$ cat src/rtl/operand_packer.sv
// operand_packer: packs a serial valid/ready word stream into four-word groups and
// issues each group as parallel operands a..d to the (a+b)*(c+d)+a*d datapath.
//
// Ports:
//   clk, rst         clock (rising edge), asynchronous active-low reset
//   s_data/s_valid   stream word and its valid
//   s_ready          high from the first edge after reset release; no back-pressure
//   s_last           marks the 4th word of a group
//   flush            synchronous abort of the partial group
//   a, b, c, d       packed operands, held until the next issue
//   op_valid         one-cycle strobe: a..d hold a fresh group
//   res_valid        op_valid delayed PIPE_LATENCY cycles (datapath y valid)
//   frame_err        one-cycle strobe on a malformed group
//   err_count        saturating count of frame_err pulses
//   in_flight        groups issued whose res_valid has not fired yet
module operand_packer #(
    parameter int unsigned DATA_WIDTH   = 16,
    parameter int unsigned PIPE_LATENCY = 5
) (
    input  logic                  clk,
    input  logic                  rst,
    input  logic [DATA_WIDTH-1:0] s_data,
    input  logic                  s_valid,
    output logic                  s_ready,
    input  logic                  s_last,
    input  logic                  flush,
    output logic [DATA_WIDTH-1:0] a,
    output logic [DATA_WIDTH-1:0] b,
    output logic [DATA_WIDTH-1:0] c,
    output logic [DATA_WIDTH-1:0] d,
    output logic                  op_valid,
    output logic                  res_valid,
    output logic                  frame_err,
    output logic [7:0]            err_count,
    output logic [3:0]            in_flight
);

    typedef enum logic [0:0] {StCollect, StDrop} state_e;

    state_e                  state_q, state_d;
    logic [1:0]              idx_q, idx_d;
    logic [DATA_WIDTH-1:0]   sh_a_q, sh_a_d, sh_b_q, sh_b_d, sh_c_q, sh_c_d;
    logic [DATA_WIDTH-1:0]   a_q, a_d, b_q, b_d, c_q, c_d, d_q, d_d;
    logic                    s_ready_q, s_ready_d;
    logic                    op_valid_q, op_valid_d;
    logic                    frame_err_q, frame_err_d;
    logic [7:0]              err_count_q, err_count_d;
    logic [PIPE_LATENCY-1:0] dly_q, dly_d;
    logic [3:0]              in_flight_q, in_flight_d;
    logic                    xfer;

    assign xfer = s_valid && s_ready_q;

    always_comb begin
        state_d     = state_q;
        idx_d       = idx_q;
        sh_a_d      = sh_a_q;
        sh_b_d      = sh_b_q;
        sh_c_d      = sh_c_q;
        a_d         = a_q;
        b_d         = b_q;
        c_d         = c_q;
        d_d         = d_q;
        s_ready_d   = 1'b1;
        op_valid_d  = 1'b0;
        frame_err_d = 1'b0;

        if (flush) begin
            // Any word arriving alongside flush is dropped silently.
            idx_d   = 2'd0;
            state_d = StCollect;
        end else if (xfer) begin
            case (state_q)
                StCollect: begin
                    if (idx_q != 2'd3) begin
                        if (s_last) begin
                            frame_err_d = 1'b1;
                            idx_d       = 2'd0;
                        end else begin
                            case (idx_q)
                                2'd0:    sh_a_d = s_data;
                                2'd1:    sh_b_d = s_data;
                                default: sh_c_d = s_data;
                            endcase
                            idx_d = idx_q + 2'd1;
                        end
                    end else if (s_last) begin
                        // Fourth word goes straight to d; no shadow slot needed.
                        a_d        = sh_a_q;
                        b_d        = sh_b_q;
                        c_d        = sh_c_q;
                        d_d        = s_data;
                        op_valid_d = 1'b1;
                        idx_d      = 2'd0;
                    end else begin
                        frame_err_d = 1'b1;
                        state_d     = StDrop;
                    end
                end
                StDrop: begin
                    if (s_last) begin
                        state_d = StCollect;
                        idx_d   = 2'd0;
                    end
                end
                default: state_d = StCollect;
            endcase
        end

        err_count_d = err_count_q;
        if (frame_err_d && (err_count_q != 8'hff)) begin
            err_count_d = err_count_q + 8'd1;
        end

        dly_d[0] = op_valid_q;
        for (int i = 1; i < int'(PIPE_LATENCY); i++) begin
            dly_d[i] = dly_q[i-1];
        end

        // Tracks the next-cycle outputs so in_flight agrees with op_valid/res_valid.
        in_flight_d = in_flight_q;
        case ({op_valid_d, dly_d[PIPE_LATENCY-1]})
            2'b10:   in_flight_d = in_flight_q + 4'd1;
            2'b01:   in_flight_d = in_flight_q - 4'd1;
            default: in_flight_d = in_flight_q;
        endcase
    end

    always_ff @(posedge clk or negedge rst) begin
        if (!rst) begin
            state_q     <= StCollect;
            idx_q       <= 2'd0;
            sh_a_q      <= '0;
            sh_b_q      <= '0;
            sh_c_q      <= '0;
            a_q         <= '0;
            b_q         <= '0;
            c_q         <= '0;
            d_q         <= '0;
            s_ready_q   <= 1'b0;
            op_valid_q  <= 1'b0;
            frame_err_q <= 1'b0;
            err_count_q <= 8'd0;
            dly_q       <= '0;
            in_flight_q <= 4'd0;
        end else begin
            state_q     <= state_d;
            idx_q       <= idx_d;
            sh_a_q      <= sh_a_d;
            sh_b_q      <= sh_b_d;
            sh_c_q      <= sh_c_d;
            a_q         <= a_d;
            b_q         <= b_d;
            c_q         <= c_d;
            d_q         <= d_d;
            s_ready_q   <= s_ready_d;
            op_valid_q  <= op_valid_d;
            frame_err_q <= frame_err_d;
            err_count_q <= err_count_d;
            dly_q       <= dly_d;
            in_flight_q <= in_flight_d;
        end
    end

    assign s_ready   = s_ready_q;
    assign a         = a_q;
    assign b         = b_q;
    assign c         = c_q;
    assign d         = d_q;
    assign op_valid  = op_valid_q;
    assign res_valid = dly_q[PIPE_LATENCY-1];
    assign frame_err = frame_err_q;
    assign err_count = err_count_q;
    assign in_flight = in_flight_q;

endmodule

$ cat config.mk
export PLATFORM = sky130hd
export DESIGN_NAME = operand_packer
export DESIGN_NICKNAME = d
export VERILOG_FILES = /design/src/rtl/operand_packer.sv
export SDC_FILE = /design/constraint.sdc
export NUM_CORES = 1
export LEC_CHECK = 0
export CAP_MARGIN = 20
export CORE_MARGIN = 1.5
export CORE_UTILIZATION = 56
export CTS_CLUSTER_DIAMETER = 150
export DETAILED_ROUTE_END_ITERATION = 10
export GPL_TIMING_DRIVEN = 0
export PLACE_DENSITY = 0.85
export SLEW_MARGIN = 20
export SYNTH_ARGS = -nofsm -noshare
export SYNTH_HDL_FRONTEND = slang
export SYNTH_SLANG_ARGS = --single-unit
$ cat constraint.sdc
create_clock -name clk -period 6.9 [get_ports clk]
set_input_delay 2.07 -clock clk [delete_from_list [all_inputs] [get_ports clk]]
set_output_delay 2.07 -clock clk [all_outputs]
set_load 0.02 [all_outputs]
==> impl_metrics.yaml <==
status:
  status: "finished clean"
pwr:
  p_leak_uw: 0.00342
  ir_worst_vdd_mv: 0.166
  powerDensity_nw_per_um2: 275
  power_uw: 1950
grt:
  grt_use_met1: 0.282
  antenna_found_initial: 0
  gr-usage-met3: 0.0766
  grt_pass1_vias: 3516
  busiest_layer: "met2"
  grt_first_pass_wirelength_um: 17900
  use_met2: 0.422
  gr-total-overflow: 0
  track_usage: 0.241
  grt_max_degree: 71
drt:
  dr.pass1.iters: 6
  vias: 3170
  drc: 0
  viasPerCell: 5.42
  wl_um: 11000
  ant_nets: 0
  drt_iter0_markers: 92
  wire_per_inst_um: 18.8
cells_and_area:
  drive_gt1_frac: 0.293
  num-fill-cells: 569
  multi_input_area_um2: 1840
  nets: 494
  final_common_cell: "dfrtp_1"
  layout_common_cells: "dfrtp_1 (135), clkdlybuf4s50_1 (99), mux2_2 (93), mux2_1 (22), clkbuf_16 (16)"
  finalInstanceArea_um2: 7090
  antennaDiodeCount: 0
  area_delta_synth_final_pct: 33.6
  register_area_um2: 3380
  final_cells: 585
clocking:
  cts_max_level: 4
  cts_tree: "done"
  cts_buffer_depth: 2
  cts_buffers: 17
  cts_resized: 0
  holdBufCountCts: 0
  path_clk_slew_ns: 0.06
  post_cts_buffers: 0
  cts_num_sinks: 135
  clk-insertion-delay-late_ns: 0.51
  root_buffer: "clkbuf_8"
yosys:
  yosys.area.top_type: "dfrtp_1"
  synth-seq-area-share: 0.636
  synth_edf_count: 0
  avgSynthCellArea_um2: 15.5
  yosysWarnings: 0
  synth.net_count: 374
  synthArstFlopShare: 1.00
  synth_top_area_frac: 0.636
  synth_xor_area_frac: 0.0148
  synth_top_family_by_area: "multiplexers"
  synthAdderAreaFrac: 0.0259
  syn_area_um2: 5310
  yosys.cell_types.count: 32
  synth_flop_cell: "dfrtp_1"
  synth_area_leaders: "dfrtp_1 (64%), mux2_2 (20%), mux2_1 (4.7%)"
  syn_inst: 342
  synth-compound-area-share: 0.0101
  yosys-mux-area-fraction: 0.248
  synth_seq_cells: 135
  synth-simple-area-share: 0.0467
timing:
  rsz0062_at_grt: "false"
  finalMaxSlewViolations: 0
  max_freq_ghz: 0.239
  tns_ns: 0
  fin_crit_ns: 4.19
  setup_viol: 0
  worstMarginPinSlew_ns: 0.680
  post-route-period-util: 0.607
  fin_skew_ns: 0.00717
  slew_headroom: 0.545
  hold_viol_final: 0
placed_design:
  dpl_cell_area_um2: 6480
  place.gp.congestion: 0.865
  dpl.hpwl_um: 7280
  place_inst: 554
  portBuffers: 100
setup_path:
  worstSetupPathType: "input port to register"
  arrival_ns: 4.62
  crit_chain: "clkdlybuf4s50_1 > and4bb_1 > nand2_1 > ha_1 > nand2b_1 > or4b_2 > a31oi_1 > xor2_1"
  crit_fanout: 6
  end_kind: "register"
  worstPathRequired_ns: 7.33
  r2r_slack_ns: 4.29
  critPathMaxStageDelay_ns: 0.61
  slowest_stage: "or4b_2"
  cp-start-kind: "input port"
floorplan:
  die_w_um: 100
  dieHeight_um: 100
  ios: 101
  core_um2: 9200
  start_util: 0.577
  dieArea_um2: 10100
  row_count: 35
run:
  maxCapViolCount: 0
hold_path:
  hp-class: "register to register"
path summary, 6_finish.rpt:
check	startpoint	depth (start not counted)	endpoint
worst max-delay path	flush	8	in_flight[3]
worst min-delay path	dly_q[2]	0	dly_q[3]
worst max register to register	idx_q[0]	8	in_flight[3]
worst min register to register	dly_q[2]	0	dly_q[3]
max in group asynchronous	rst	2	b[8]
min in group asynchronous	rst	1	d[9]
kinds of logic after synthesis:
kind of cell | Yosys count
flops | 135
compound gates | 10
simple gates | 43
fa+ha+maj | 11
mux | 117
xor+xnor | 9
other cells | 1
buf+inv | 16
worst max-delay path, delay by kind of cell:
family | cells | cell delay, ns
adder cells (fa/ha/maj) | 1 | 0.27
AO/OA/AOI/OAI | 1 | 0.22
AND/OR/NAND/NOR | 4 | 1.37
XOR/XNOR | 1 | 0.15
buffers and inverters | 1 | 0.52
synth_stat cells (2+ instances only):
cell,instances
dfrtp_1,135
mux2_2,93
mux2_1,22
nor2_1,12
ha_1,11
nand2_1,9
xor2_1,7
buf_4,6
inv_1,6
o21ai_0,5
nand3_1,4
a21oi_1,3
buf_2,3
nand4_1,3
nor2b_1,3
mux2i_1,2
nand3b_1,2
xnor2_1,2
state kept, by name (all words and copies together), names as in the netlist:
register	count
a	16
b	16
c	16
d	16
dly_q	5
err_count	8
frame_err	1
idx_q	2
in_flight	4
op_valid	1
s_ready	1
sh_a_q	16
sh_b_q	16
sh_c_q	16
state_q	1
routing by layer:
| layer | vias up | part of all wire |
|---|---|---|
| li1 | 1448 | - |
| met1 | 1619 | 0.41 |
| met2 | 82 | 0.54 |
| met3 | 21 | 0.044 |
| met4 | 0 | 0.014 |
| met5 | - | 0 |
final cells by class:
type                            instances  area share
Tap cell                              111      0.0196
Multi-Input combinational cell        191       0.259
Clock buffer                           17      0.0584
Sequential cell                       135       0.476
Buffer                                 10      0.0101
Clock inverter                         14      0.0280
Inverter                                6     0.00317
Timing Repair Buffer                  101       0.146
report_power, final:
part           total, uW  internal [uW]  switching [uW]
logic                141           75.6            65.7
clock network        924            587             337
registers            888            850            38.3
total               1950           1510             441
stage by stage:
step,setup slack (ns),util,hold WS [ns]
floorplan,3.06,-,0.331
global placement,-1.29,0.701,0.334
detailed placement,2.23,0.705,0.337
CTS,2.75,0.771,0.349
global route,2.66,0.771,0.355
finish,2.71,0.771,0.348
(Power assumes the default switching activity.)
